### src/rtl/booth_session_arbiter.sv
// Round-robin arbiter that walks one booth at a time through authenticate, vote and result
// on the shared voting controller. Define SESSION_TIMEOUT_EN to bound the vote/result waits.
module booth_session_arbiter #(
    parameter int NUM_BOOTHS     = 4,
    parameter int ID_W           = 8,
    parameter int CAND_W         = 4,
    parameter int AUTH_LAT       = 2,
    parameter int TIMEOUT_CYCLES = 255
) (
    input  logic                         clk,
    input  logic                         reset,
    input  logic                         system_enable,
    input  logic [NUM_BOOTHS-1:0]        booth_req,
    input  logic [NUM_BOOTHS*ID_W-1:0]   booth_voter_id,
    input  logic [NUM_BOOTHS*CAND_W-1:0] booth_candidate,
    input  logic [NUM_BOOTHS-1:0]        booth_submit,
    output logic [NUM_BOOTHS-1:0]        booth_grant,
    output logic                         booth_ack,
    output logic                         booth_nack,
    output logic [7:0]                   booth_err,
    output logic [2:0]                   active_booth,
    output logic                         busy,
    output logic [ID_W-1:0]              ctl_voter_id,
    output logic [CAND_W-1:0]            ctl_candidate,
    output logic                         ctl_authenticate,
    output logic                         ctl_submit,
    input  logic [7:0]                   ctl_system_status,
    input  logic                         ctl_vote_accepted,
    input  logic                         ctl_vote_rejected,
    input  logic [7:0]                   ctl_error_code,
    output logic [15:0]                  sessions_done
);

    if (NUM_BOOTHS < 2 || NUM_BOOTHS > 8 || AUTH_LAT < 1 || AUTH_LAT > 15 ||
        TIMEOUT_CYCLES < 1 || TIMEOUT_CYCLES > 65535) begin : g_param_check
        $error("booth_session_arbiter: parameter out of range");
    end

    localparam logic [7:0] STATUS_AUTH_OK = 8'h01;
    localparam logic [7:0] ERR_AUTH       = 8'h01;
    localparam logic [7:0] ERR_TIMEOUT    = 8'hFE;
    localparam logic [7:0] ERR_DISABLED   = 8'hFD;

    typedef enum logic [2:0] {
        IDLE, AUTH, AUTH_WAIT, VOTE_WAIT, SUBMIT, RESULT_WAIT, RELEASE
    } state_t;

    state_t                  state_q, state_d;
    logic [NUM_BOOTHS-1:0]   grant_q, grant_d;
    logic [NUM_BOOTHS-1:0]   sess_q, sess_d;
    logic [2:0]              active_q, active_d;
    logic [2:0]              ptr_q, ptr_d;
    logic [3:0]              wait_q, wait_d;
    logic [ID_W-1:0]         ctl_id_q, ctl_id_d;
    logic [CAND_W-1:0]       ctl_cand_q, ctl_cand_d;
    logic                    ctl_auth_q, ctl_auth_d;
    logic                    ctl_sub_q, ctl_sub_d;
    logic                    ack_q, ack_d;
    logic                    nack_q, nack_d;
    logic [7:0]              err_q, err_d;
    logic [15:0]             done_q, done_d;

    logic                    found;
    logic [2:0]              sel;
    logic [NUM_BOOTHS-1:0]   sel_oh;
    logic [ID_W-1:0]         id_sel;
    logic [CAND_W-1:0]       cand_sel;
    logic                    gnt_req;
    logic                    gnt_sub;
    logic [2:0]              next_ptr;
    logic                    to_release;
    logic                    timeout_hit;

`ifdef SESSION_TIMEOUT_EN
    localparam logic [15:0] TO_LAST = 16'(TIMEOUT_CYCLES - 1);
    logic [15:0] to_cnt_q, to_cnt_d;
    assign timeout_hit = (to_cnt_q == TO_LAST);
`else
    assign timeout_hit = 1'b0;
`endif

    // Wrap-around search: first requester at or after the pointer, then from booth 0.
    always_comb begin
        found  = 1'b0;
        sel    = '0;
        sel_oh = '0;
        id_sel = '0;
        for (int k = 0; k < NUM_BOOTHS; k++) begin
            if (!found && booth_req[k] && k >= int'(ptr_q)) begin
                found     = 1'b1;
                sel       = 3'(k);
                sel_oh[k] = 1'b1;
                id_sel    = booth_voter_id[k*ID_W +: ID_W];
            end
        end
        for (int k = 0; k < NUM_BOOTHS; k++) begin
            if (!found && booth_req[k]) begin
                found     = 1'b1;
                sel       = 3'(k);
                sel_oh[k] = 1'b1;
                id_sel    = booth_voter_id[k*ID_W +: ID_W];
            end
        end
    end

    // sess_q keeps the session's one-hot after booth_grant is cleared in RELEASE.
    always_comb begin
        cand_sel = '0;
        for (int k = 0; k < NUM_BOOTHS; k++) begin
            if (sess_q[k]) cand_sel = booth_candidate[k*CAND_W +: CAND_W];
        end
    end

    assign gnt_req  = |(booth_req & sess_q);
    assign gnt_sub  = |(booth_submit & sess_q);
    assign next_ptr = (active_q == 3'(NUM_BOOTHS - 1)) ? 3'd0 : active_q + 3'd1;

    always_comb begin
        state_d    = state_q;
        grant_d    = grant_q;
        sess_d     = sess_q;
        active_d   = active_q;
        ptr_d      = ptr_q;
        wait_d     = wait_q;
        ctl_id_d   = ctl_id_q;
        ctl_cand_d = ctl_cand_q;
        ctl_auth_d = 1'b0;
        ctl_sub_d  = 1'b0;
        ack_d      = 1'b0;
        nack_d     = 1'b0;
        err_d      = err_q;
        done_d     = done_q;
        to_release = 1'b0;

        unique case (state_q)
            IDLE: begin
                if (system_enable && found) begin
                    state_d    = AUTH;
                    grant_d    = sel_oh;
                    sess_d     = sel_oh;
                    active_d   = sel;
                    ctl_id_d   = id_sel;
                    ctl_auth_d = 1'b1;
                end
            end
            RELEASE: begin
                if (!gnt_req) state_d = IDLE;
            end
            default: begin
                // Abort conditions outrank every in-session transition.
                if (!system_enable) begin
                    nack_d     = 1'b1;
                    err_d      = ERR_DISABLED;
                    to_release = 1'b1;
                end else if (!gnt_req) begin
                    to_release = 1'b1;
                end else begin
                    case (state_q)
                        AUTH: begin
                            state_d = AUTH_WAIT;
                            wait_d  = 4'(AUTH_LAT);
                        end
                        AUTH_WAIT: begin
                            if (ctl_vote_rejected) begin
                                nack_d     = 1'b1;
                                err_d      = ctl_error_code;
                                to_release = 1'b1;
                            end else if (wait_q <= 4'd1) begin
                                if (ctl_system_status == STATUS_AUTH_OK) begin
                                    state_d = VOTE_WAIT;
                                end else begin
                                    nack_d     = 1'b1;
                                    err_d      = ERR_AUTH;
                                    to_release = 1'b1;
                                end
                            end else begin
                                wait_d = wait_q - 4'd1;
                            end
                        end
                        VOTE_WAIT: begin
                            if (gnt_sub) begin
                                ctl_cand_d = cand_sel;
                                ctl_sub_d  = 1'b1;
                                state_d    = SUBMIT;
                            end else if (timeout_hit) begin
                                nack_d     = 1'b1;
                                err_d      = ERR_TIMEOUT;
                                to_release = 1'b1;
                            end
                        end
                        SUBMIT: state_d = RESULT_WAIT;
                        RESULT_WAIT: begin
                            if (ctl_vote_rejected) begin
                                nack_d     = 1'b1;
                                err_d      = ctl_error_code;
                                to_release = 1'b1;
                            end else if (ctl_vote_accepted) begin
                                ack_d      = 1'b1;
                                done_d     = done_q + 16'd1;
                                to_release = 1'b1;
                            end else if (timeout_hit) begin
                                nack_d     = 1'b1;
                                err_d      = ERR_TIMEOUT;
                                to_release = 1'b1;
                            end
                        end
                        default: state_d = IDLE;
                    endcase
                end
            end
        endcase

        if (to_release) begin
            state_d = RELEASE;
            grant_d = '0;
            ptr_d   = next_ptr;
        end

`ifdef SESSION_TIMEOUT_EN
        // Restarts on every state change, so it counts from entry into the current phase.
        to_cnt_d = (state_d != state_q) ? 16'd0 : to_cnt_q + 16'd1;
`endif
    end

    always_ff @(posedge clk or posedge reset) begin
        if (reset) begin
            state_q    <= IDLE;
            grant_q    <= '0;
            sess_q     <= '0;
            active_q   <= '0;
            ptr_q      <= '0;
            wait_q     <= '0;
            ctl_id_q   <= '0;
            ctl_cand_q <= '0;
            ctl_auth_q <= 1'b0;
            ctl_sub_q  <= 1'b0;
            ack_q      <= 1'b0;
            nack_q     <= 1'b0;
            err_q      <= '0;
            done_q     <= '0;
`ifdef SESSION_TIMEOUT_EN
            to_cnt_q   <= '0;
`endif
        end else begin
            state_q    <= state_d;
            grant_q    <= grant_d;
            sess_q     <= sess_d;
            active_q   <= active_d;
            ptr_q      <= ptr_d;
            wait_q     <= wait_d;
            ctl_id_q   <= ctl_id_d;
            ctl_cand_q <= ctl_cand_d;
            ctl_auth_q <= ctl_auth_d;
            ctl_sub_q  <= ctl_sub_d;
            ack_q      <= ack_d;
            nack_q     <= nack_d;
            err_q      <= err_d;
            done_q     <= done_d;
`ifdef SESSION_TIMEOUT_EN
            to_cnt_q   <= to_cnt_d;
`endif
        end
    end

    assign booth_grant      = grant_q;
    assign booth_ack        = ack_q;
    assign booth_nack       = nack_q;
    assign booth_err        = err_q;
    assign active_booth     = active_q;
    assign busy             = (state_q != IDLE);
    assign ctl_voter_id     = ctl_id_q;
    assign ctl_candidate    = ctl_cand_q;
    assign ctl_authenticate = ctl_auth_q;
    assign ctl_submit       = ctl_sub_q;
    assign sessions_done    = done_q;

endmodule

### config.mk
export PLATFORM = sky130hd
export DESIGN_NAME = booth_session_arbiter
export DESIGN_NICKNAME = d
export VERILOG_FILES = /design/src/rtl/booth_session_arbiter.sv
export SDC_FILE = /design/constraint.sdc
export NUM_CORES = 1
export LEC_CHECK = 0
export BUFFER_PORTS_ARGS = -buffer_cell sky130_fd_sc_hd__buf_2
export CAP_MARGIN = 20
export CORE_UTILIZATION = 45
export DETAILED_ROUTE_END_ITERATION = 8
export PLACE_DENSITY = 0.86
export SLEW_MARGIN = 20
export SYNTH_ARGS = -nofsm -noshare
export SYNTH_HDL_FRONTEND = slang
export SYNTH_SLANG_ARGS = --single-unit
export TNS_END_PERCENT = 50
### constraint.sdc
create_clock -name clk -period 2.1 [get_ports clk]
set_clock_uncertainty 0.2 [all_clocks]
set_input_delay 0.105 -clock clk [delete_from_list [all_inputs] [get_ports clk]]
set_output_delay 0.105 -clock clk [all_outputs]
set_load 0.01 [all_outputs]
; ---- Word level (Yosys, flattened, before mapping)
; Index checks and enable logic that the tools add are counted.
; W data, S select, Z words.
[totals]
reg_bits = 61
input_bits = 77
wordCells = 169
[op_classes]
add_sub_neg = 3
order_cmp = 5
n_eq_ne = 22
muxes = 85
bitwise = 4
reduce_logical = 36
[op_table]
columns = operator, count
row1 = $mux W8, 14
row2 = $mux W3, 15
row3 = $mux W1, 40
row4 = $mux W4, 9
row5 = $ne A5 B5 Y1 const B, 4
row6 = $reduce_and A6 Y1, 3
row7 = $add A16 B1 Y16 const B, 1
row8 = $pmux W8 S2, 1
row9 = $pmux W3 S5, 1
row10 = $logic_and A1 B1 Y1, 12
row11 = $eq A3 B2 Y1 const B, 3
row12 = $eq A3 B3 Y1 const B, 3
row13 = $ne A3 B3 Y1 const B, 3
row14 = $reduce_and A9 Y1, 1
row15 = $and A4 B4 Y4, 2
row16 = $eq A8 B1 Y1 const B, 1
row17 = $ne A4 B4 Y1 const B, 2
row18 = $pmux W4 S2, 1
row19 = $reduce_bool A4 Y1, 2
row20 = $reduce_or A4 Y1, 2
row21 = $logic_not A1 Y1, 7
row22 = $ge A1 B3 Y1 const A, 2
row23 = $ge A2 B3 Y1 const A, 2
row24 = $pmux W3 S2, 1
row25 = other kinds (17), 23

; ---- Logic depth before layout (Yosys ltp)
; Gate-level depths: netlist (run 1).
[logic_depth]
word_depth = 31
ltp_mapped = 8
depth_no_buf = 7

; ---- Worst setup path after synthesis (run 1)
; OpenSTA, ideal clock, no wires.
[synth_timing]
path_type = register to register
startpoint = reg state_q[2]
endpoint = reg ptr_q[0]
t_arrival_ns = 1.761
slack_ns = 0.014
path_stages_with_launch = 8
path_buffers = 2
period_less_slack_ns = 2.086
cell_sequence = dfrtp_1 -> and3b_1 -> buf_6 -> a22o_1 -> or2_0 -> buf_6 -> a2bb2oi_4 -> mux2_4
[synth_between]
elab_chain_cells = 5
elab_cells_between_ends = 9
cone_classes = eq/ne: 3 / mux: 4 / reduce/logical: 2
[synth_lines]
columns = item, line_no
row1 = "start, declared", 48  ; state_t state_q, state_d;
row2 = "start signal, assigned", 245  ; state_q <= state_d;
row3 = $eq A3 B3 Y1 / $eq A3 B2 Y1 (equally long branches), 158  ; case (state_q)
row4 = $pmux W1 S2, 158
row5 = $mux W1, 155  ; end else if (!gnt_req) begin
row6 = $mux W1, 151  ; if (!system_enable) begin
row7 = $mux W1 *, 135  ; unique case (state_q)
row8 = "end signal, assigned", 249  ; ptr_q <= ptr_d;
row9 = "end, declared", 52  ; logic [2:0] ptr_q, ptr_d;
; Mark *: on every way between the ends. The rest lies on a longest branch, timed or not.
; A chain may end at the register's enable or synchronous reset.

; ---- Worst setup path after layout (run 1)
[layout_timing]
startpoint = reg wait_q[1]
endpoint = reg ptr_q[0]
[layout_between]
elab_chain_cells = 7
[layout_lines]
columns = item, line_no
row1 = "start, declared", 53  ; logic [3:0] wait_q, wait_d;
row2 = "start signal, assigned", 250  ; wait_q <= wait_d;
row3 = $le A4 B1 Y1, 168  ; end else if (wait_q <= 4'd1) begin
row4 = $mux W1, 168
row5 = $mux W1, 164  ; if (ctl_vote_rejected) begin
row6 = $pmux W1 S2, 158
row7 = $mux W1, 155
row8 = $mux W1, 151
row9 = $mux W1, 135
; Every way passes these cells.

==> flow_summary.ini, run 1 <==
[place]
portBuffers = 123
place_inst = 626
post-place-ws_ps = -51.1
globalplace.congestion = 0.893
place.detailed.hpwl_um = 7290

[synth]
synth.area.top_cells = dfrtp_1, nor2_1, nand2_1
yosys.area.top_type = dfrtp_1
ys_types = 60
synth-async-reset-ratio_pct = 100
ys_seq_elements = 59
synthCells = 395
yosys-top-cells-count = dfrtp_1, nor2_1, nand2_1
synth_edf_count = 0
yosysMostFrequentCell = dfrtp_1
syn-num-nets = 476
synth_warnings = 0
synth-main-ff-cell = dfrtp_1
ys_seq_area_share_pct = 41.9
synth_top_area_share_pct = 41.9
syn_avg_cell_area_sq_um = 8.92
synth_area_sq_um = 3520

[drt]
drt_pass1_iterations = 6
wl_um = 11000
first_iter_violations = 390
ant_nets = 0
drc = 0
wl_per_cell_um = 16.1
routed_via_density = 5.83
vias = 4005

[sta]
tightest_slew_ps = 604
final_max_slew_viol_count = 0
hold_viol = 0
fmax_ghz = 0.479
fin_crit_sh_pct = 99.5
fin_tns_setup_ps = 0
min_period_ps = 2090
setup-violations-final = 0
setup_slack_ps = 11.1
relSlewSlack_pct = 59.7
rsz0062_at_grt = yes

[layout]
stdcell_count = 687
drive_gt1_share_pct = 35.2
areaGrowthSynthToFinish_pct = 44.8
antennaDiodeCount = 0
nNetsFinal = 664

[power_and_ir_drop]
power_w = 0.00547
ir_worst_vdd_v = 0.000581
intPower_w = 0.00329
switching_share_pct = 39.8
p_clk_share_pct = 19.2
p_sw_w = 0.00218
p_leak_nw = 2.51
combPwrFrac_pct = 50.5
powerDensity_nw_per_um2 = 1070
pwr-share-seq_pct = 30.2

[worst_setup_path]
worstPathMaxFanout = 3
worstPathRequired_ps = 2120
r2r_start = wait_q[1]$_DFFE_PP0P_
worstSetupStartpointType = register
worstSetupStartpoint = wait_q[1]$_DFFE_PP0P_
cp-end-kind = register
crit_arrival_ps = 2110
critical_path_class = reg2reg

[grt]
grt_antenna_before_repair = 0
grt_max_degree = 23
grt_usage_pct = 27.4
first_global_vias = 3842
grt_first_pass_wirelength_um = 18000
overflow = 0

[floorplan]
core-area_sq_um = 7410
initial_core_util_pct = 47.6
die_area_sq_um = 8190
placementRows = 31
chipHeight_um = 90.5
ios = 125
die_x_um = 90.5

[min_path]
min_path_type = in2reg
min-delay-start = booth_voter_id[11]

[clock_network]
cts_buffer_depth = 2
cts.sinks = 59
root_buffer = clkbuf_8
htreeDepth = 3
clk_latency_ps = 340
clkTransAtPathRegs_ps = 70
cts-buffers-inserted = 9
cts_tree = done

[flow_run]
maxCapViolations = 0

[status]
status = completed
==> cells by family (layout without fill, tap and decap cells) <==
group	after synthesis	after routing	synth area share (%)
adder cells (fa/ha/maj)	4	4	1.42
other	1	1	0.106
flip-flops	59	59	41.9
XOR/XNOR	15	15	3.73
AND/OR/NAND/NOR	148	148	20.6
buffers and inverters	43	236	5.64
multiplexers	9	9	3.05
AO/OA/AOI/OAI	116	116	23.6
==> timing repair <==
action	4_1_cts	5_1_grt
hold buffers	42	0
setup buffers	0	3
gates resized for setup	3	16
pin swaps	0	3
hold endpoints to repair	43	0
setup endpoints to repair	10	24
==> layout make-up <==
cell class              instances  area (sq um)
inverters                      16          60.1
fillers                       554          2300
clock inverters                 7          76.3
clock buffers                   9           124
well taps                      99           124
multi-input cells             293          1910
repair buffers                204          1330
flip-flops and latches         59          1480
==> power groups by stage <==
stage	sequential [W]	clock, W	combinational [W]
after floorplan	0.00175	0	0.00152
after global placement	0.00165	0	0.00244
after detailed placement	0.00166	0	0.00250
after CTS	0.00164	0.00107	0.00259
after global routing	0.00170	0.00113	0.00299
final	0.00165	0.00105	0.00276
==> worst max-delay path, stage by stage, from the launching register on <==
cell and delay, ps:
dfrtp_1 410, inv_2 130, ha_4 150, nor2_2 50
a211oi_2 200, buf_4 160, and2_4 160, a2bb2oi_4 210
mux2_4 310
==> through the flow <==
stage               area (sq um)  util [%]  hold WS (ps)
CTS                         5020      67.8          2.17
detailed placement          4400      59.3         -56.8
floorplan                   3520         -          74.8
global route                5100      68.9          30.5
global placement            4400      59.3         -74.3
finish                      5100      68.9          30.5
==> worst paths after layout <==
kind,endpoint,slack (ps),cells past startpoint
max,ptr_q[0]$_DFFE_PP0P_,10,8
min,ctl_voter_id[3]$_DFFE_PP0P_,30,3
max reg2reg,ptr_q[0]$_DFFE_PP0P_,10,8
min reg2reg,sessions_done[15]$_DFFE_PP0P_,270,1
max in group asynchronous,booth_grant[1]$_DFFE_PP0P_,910,4
min in group asynchronous,sessions_done[6]$_DFFE_PP0P_,120,3
==> cell usage in the layout (no fill, tap or decap), drive strengths merged, types with 10 or more instances in the layout <==
cell         netlist  final
buf               14    162
o221ai            13     13
nor2              44     44
dlygate4sd3        0     42
nand2             40     40
xor2              10     10
nand3             15     15
o21ai             18     18
dfrtp             59     59
a21oi             24     24
a221oi            11     11
inv               16     17
==> layer usage <==
| layer | share of wire [%] | GRT usage (%) | wire, um |
|---|---|---|---|
| met5 | 0 | 0 | 0 |
| met4 | 3.9 | 12.9 | 429 |
| met3 | 7.5 | 5.13 | 829 |
| met2 | 49 | 45.7 | 5360 |
| met1 | 40 | 34.2 | 4430 |
==> flip-flops by register name, summed over array words and instances (netlist names) <==
name / flops
sessions_done: 16
booth_err: 8
ctl_voter_id: 8
booth_grant: 4
ctl_candidate: 4
sess_q: 4
wait_q: 4
state_q: 3
active_booth: 2
ptr_q: 2
booth_ack: 1
booth_nack: 1
ctl_authenticate: 1
ctl_submit: 1
Power figures use the tool's default switching activity.
==> run 2, diff against run 1 <==
==> constraint.sdc (replaced) <==
create_clock -name clk -period 2.1 [get_ports clk]
set_clock_uncertainty 0.2 [all_clocks]
set_input_delay 0.21 -clock clk [delete_from_list [all_inputs] [get_ports clk]]
set_output_delay 0.21 -clock clk [all_outputs]
set_load 0.01 [all_outputs]
==> run 2 against run 1 <==
  * Clock power is 10% higher
  * Sequential cell count stayed put
  * Total power grew 1.2%
  * Core utilization shrank 2.5 points
  * First-iteration DRC count down 32%
  * Hold slack got worse by 13 ps
  * Cell count fell by 3.3%
  * Via count decreased by 6.2%
  * Wire length is 6.5% lower
  * Critical path depth unchanged
  * Count of clock-buffer cells in the layout unchanged
==> flow_summary.ini, run 2 (synthesis results as in run 1) <==
[worst_setup_path]
worstSetupStartpointType = register
worstPathRequired_ps = 2120
critical_path_class = reg2reg
cpMaxStageDelayCell = dfrtp_1
worst-path-buf-inv = 2
slowest_delay_ps = 400
cp-end-kind = register
worstPathMaxFanout = 3
crit_arrival_ps = 2080
path_delay_family = flip-flops
crit_chain = inv_2 > ha_1 > nor2_2 > a211oi_2 > buf_4 > and2_4 > a2bb2oi_4 > mux2_4

[sta]
relSlewSlack_pct = 60.6
fin_crit_sh_pct = 98.0
rsz0062_at_grt = yes
min_period_ps = 2060
final_max_slew_viol_count = 0
whs_ps = 17.6
hold_viol = 0
tightest_slew_ps = 590
fmax_ghz = 0.486
setup-violations-final = 0
setup_slack_ps = 42.4

[layout]
areaGrowthSynthToFinish_pct = 39.5
final_cell_mix = buf_2, dfrtp_1, nor2_1
multi_input_area_sq_um = 1940
nFillCells = 572
seqCellArea_sq_um = 1480
stdcell_count = 664
antennaDiodeCount = 0
layout_commonest_cell = buf_2
nNetsFinal = 641
drive_gt1_share_pct = 38.2
largest_reg_flops = 16

[clock_network]
cts_buffer_depth = 2
cts_tree = done
root_buffer = clkbuf_8
htreeDepth = 3
cts-buffers-inserted = 9
cts.sinks = 59
clkTransAtPathRegs_ps = 70
clk_latency_ps = 330

[drt]
wl_um = 10300
ant_nets = 0
first_iter_violations = 264
drc = 0
routed_via_density = 5.66
drt_pass1_iterations = 7
vias = 3755
wl_per_cell_um = 15.6

[place]
place.detailed.hpwl_um = 7450
place_inst = 628
globalplace.congestion = 0.911
post-place-ws_ps = -74.8
portBuffers = 123

[floorplan]
die_x_um = 90.5
die_area_sq_um = 8190
initial_core_util_pct = 47.6
core-area_sq_um = 7410
placementRows = 31
chipHeight_um = 90.5
ios = 125

[power_and_ir_drop]
ir_worst_vdd_v = 0.000609
powerDensity_nw_per_um2 = 1130
p_leak_nw = 2.45

[flow_run]
maxCapViolations = 0

[min_path]
min_path_type = in2reg

[grt]
overflow = 0
grt_first_pass_wirelength_um = 17000
grt_antenna_before_repair = 0
grt_max_degree = 28
grt_usage_pct = 25.6
first_global_vias = 3655

[status]
status = completed
==> run 2: changes by cell type in the layout (fill, tap and decap cells not counted), sizes merged <==
cell,delta
dlygate4sd3,-26
buf,+3
clkinvlp,-2
bufinv,+1
clkinv,+1
==> run 2: path summary, 6_finish.rpt <==
check	to	cells past startpoint	startpoint	slack, ps
max in group asynchronous	state_q[2]$_DFFE_PP0P_	4	reset	1000
max	ptr_q[1]$_DFFE_PP0P_	8	wait_q[1]$_DFFE_PP0P_	40
min in group asynchronous	sessions_done[5]$_DFFE_PP0P_	3	reset	110
min	ctl_voter_id[1]$_DFFE_PP0P_	3	booth_voter_id[17]	20
min reg2reg	sessions_done[15]$_DFFE_PP0P_	1	sessions_done[15]$_DFFE_PP0P_	270
max reg2reg	ptr_q[1]$_DFFE_PP0P_	8	wait_q[1]$_DFFE_PP0P_	40
==> run 2: layer usage <==
layer / wire length (um) / up-vias / share of wire [%] / track usage [%]
li1: - / 1771 / - / -
met1: 4190 / 1761 / 41 / 31.9
met2: 5150 / 193 / 50 / 43.1
met3: 647 / 30 / 6.3 / 5.81
met4: 333 / 0 / 3.2 / 10.1
met5: 0 / - / 0 / 0
==> run 2: worst reg2reg max path: cells and delay by family, from the launching register on <==
kind                     cells  cell delay (ps)
flip-flops                   1              400
AO/OA/AOI/OAI                2              400
multiplexers                 1              310
buffers and inverters        2              260
AND/OR/NAND/NOR              2              210
adder cells (fa/ha/maj)      1              170
==> run 2: what timing repair did <==
action,CTS,global route
gates resized for setup,4,20
gates cloned,0,0
hold endpoints to repair,73,0
pin swaps,0,2
hold buffers,16,0
setup buffers,0,4
setup endpoints to repair,16,27
==> run 2: through the flow <==
stage | cell area (sq um) | total power (W) | TNS, ps | utilization, %
4_1_cts | 4810 | 0.00540 | 0 | 64.9
3_5_place_dp | 4410 | 0.00418 | -311 | 59.5
3_3_place_gp | 4410 | 0.00408 | -42.1 | 59.5
6_report | 4920 | 0.00554 | 0 | 66.4
5_1_grt | 4920 | 0.00592 | -66.0 | 66.4
2_1_floorplan | 3520 | 0.00328 | 0 | -
==> run 2: cell type report <==
| class | instances | share of cell area [%] |
|---|---|---|
| clock buffer | 9 | 2.52 |
| clock inverter | 7 | 2.04 |
| inverter | 16 | 1.22 |
| multi-input combinational | 293 | 39.4 |
| sequential | 59 | 30.1 |
| tap | 99 | 2.52 |
| timing repair buffer | 181 | 22.2 |
==> run 2: power breakdown <==
group	switching [W]	internal [W]
Combinational	0.00143	0.00126
Sequential	0.000230	0.00146
Clock	0.000485	0.000676
Total	0.00214	0.00340
==> run 3, diff against run 2 <==
GPL_ROUTABILITY_DRIVEN = 0   (was unset)
REMOVE_ABC_BUFFERS = 1   (was unset)
==> run 3 against run 2 <==
  * The flow now finishes with violations (hold timing)
  * Setup slack got worse by 37 ps
  * Maximum frequency fell by 1.8%
  * Die area did not move
  * Register-to-register slack got worse by 40 ps
  * Hold slack got worse by 30 ps
  * Sequential cell count did not move
  * Core utilization fell by 0.76 points
  * Via count rose by 0.96%
  * Count of clock-buffer cells in the layout did not move
  * First-iteration DRC count rose by 55%
  * Sequential share of layout area rose by 0.27 points
  * Wire length rose by 1.4%
  * Critical endpoint is now ptr_q[0]$_DFFE_PP0P_
  * Largest cell class unchanged
==> flow_summary.ini, run 3 (synthesis results as in run 1) <==
[status]
status = finished with violations
violations = hold timing

[layout]
largest_reg_flops = 16
antennaDiodeCount = 0
stdcell_count = 662
areaGrowthSynthToFinish_pct = 37.9
nNetsFinal = 639
layout_commonest_cell = buf_2
final_cell_mix = buf_2, dfrtp_1, nor2_1
drive_gt1_share_pct = 37.5
final_core_util_pct = 65.6

[floorplan]
ios = 125
core-area_sq_um = 7410
chipHeight_um = 90.5
placementRows = 31
die_x_um = 90.5
die_area_sq_um = 8190
initial_core_util_pct = 47.6

[drt]
vias = 3791
wl_um = 10500
ant_nets = 0
first_iter_violations = 410
drc = 0
routed_via_density = 5.73
wl_per_cell_um = 15.8
drt_pass1_iterations = 5

[sta]
hold_viol = 2
final_max_slew_viol_count = 0
relSlewSlack_pct = 59.4
fin_crit_sh_pct = 99.7
setup_slack_ps = 5.71
tightest_slew_ps = 608
setup-violations-final = 0
whs_ps = -12.6
min_period_ps = 2090
rsz0062_at_grt = yes
fmax_ghz = 0.477

[power_and_ir_drop]
ir_worst_vdd_v = 0.000561
powerDensity_nw_per_um2 = 1140
p_leak_nw = 2.43

[clock_network]
clk_latency_ps = 340
root_buffer = clkbuf_8
cts_buffer_depth = 2
cts-buffers-inserted = 9
cts.sinks = 59
clkTransAtPathRegs_ps = 70
cts_tree = done
htreeDepth = 3

[min_path]
min_path_type = in2reg
holdPathEnd = ctl_voter_id[6]$_DFFE_PP0P_
holdPathStages = 3
min-delay-start = booth_voter_id[30]

[worst_setup_path]
rrSetupSlack_ps = 6
critical_path_class = reg2reg
r2r_start = wait_q[1]$_DFFE_PP0P_
worstPathMaxFanout = 3
crit_arrival_ps = 2120
worstPathRequired_ps = 2130
reg2regPathDepth = 7
cp-end-kind = register
worstSetupStartpointType = register
regToRegEndpoint = ptr_q[0]$_DFFE_PP0P_

[grt]
first_global_vias = 3687
overflow = 0
grt_max_degree = 25
grt_antenna_before_repair = 0
grt_usage_pct = 25.6
grt_first_pass_wirelength_um = 16900

[place]
portBuffers = 123
place.detailed.hpwl_um = 7580
post-place-ws_ps = -90.2
place_inst = 626

[flow_run]
maxCapViolations = 0
## run 3: cell types whose count changed in the layout (fill, tap and decap cells not counted), moves of 2 or more
cell / previous run / this run
a221oi_1: 7 / 11
a221oi_2: 4 / 0
dlygate4sd3_1: 16 / 12
buf_6: 0 / 3
dfrtp_1: 56 / 59
dfrtp_2: 3 / 0
a2111oi_0: 3 / 1
a2111oi_2: 0 / 2
## run 3: worst max path at each step
stage / startpoint / to / slack, ps / depth (start not counted)
after detailed placement: wait_q[0]$_DFFE_PP0P_ / booth_err[1]$_DFFE_PP0P_ / -90 / 6
after CTS: state_q[1]$_DFFE_PP0P_ / ptr_q[0]$_DFFE_PP0P_ / 20 / 6
final: wait_q[1]$_DFFE_PP0P_ / ptr_q[0]$_DFFE_PP0P_ / 6 / 7
after floorplan: state_q[1]$_DFFE_PP0P_ / booth_grant[2]$_DFFE_PP0P_ / -100 / 5
after global placement: wait_q[2]$_DFFE_PP0P_ / ptr_q[0]$_DFFE_PP0P_ / 30 / 5
after global routing: ptr_q[1]$_DFFE_PP0P_ / ctl_voter_id[3]$_DFFE_PP0P_ / -100 / 5
## run 3: layer usage
layer / wire length, um / global-route usage [%] / vias up
li1: - / - / 1762
met1: 4320 / 30.8 / 1804
met2: 5210 / 43.4 / 173
met3: 558 / 5.22 / 52
met4: 382 / 12.8 / 0
met5: 0 / 0 / -
## run 3: report_power, final
group	switching, W	total [W]	internal (W)
registers	0.000217	0.00167	0.00145
logic	0.00146	0.00271	0.00126
clock network	0.000488	0.00117	0.000678
total	0.00216	0.00555	0.00339
## run 3: worst max-delay path: stages (launching register included)
cell       delay [ps]
dfrtp_1           400
inv_2              90
ha_1              180
nor2_2             60
a211oi_2          310
and2_4            240
a2bb2oi_4         180
mux2_4            310
## run 3: final cells by class
class	count	area [sq um]
clock inverters	7	100
fillers	580	2550
inverters	16	60.1
well taps	99	124
clock buffers	9	124
multi-input cells	293	1900
flip-flops and latches	59	1480
repair buffers	179	1080
## run 3: timing repair
| item | 4_1_cts | 5_1_grt |
|---|---|---|
| setup buffers | 0 | 8 |
| endpoints found under the hold margin | 33 | 0 |
| endpoints found under the setup margin | 23 | 26 |
| hold buffers | 12 | 0 |
| gates resized for setup | 5 | 17 |
| pin swaps | 0 | 6 |
## run 3: per-stage QoR
step | power, W | TNS (ps) | area (sq um)
after global placement | 0.00406 | 0 | 4400
final | 0.00555 | 0 | 4860
after CTS | 0.00539 | 0 | 4750
after floorplan | 0.00317 | -973 | 3390
after detailed placement | 0.00417 | -479 | 4400
after global routing | 0.00591 | -458 | 4860
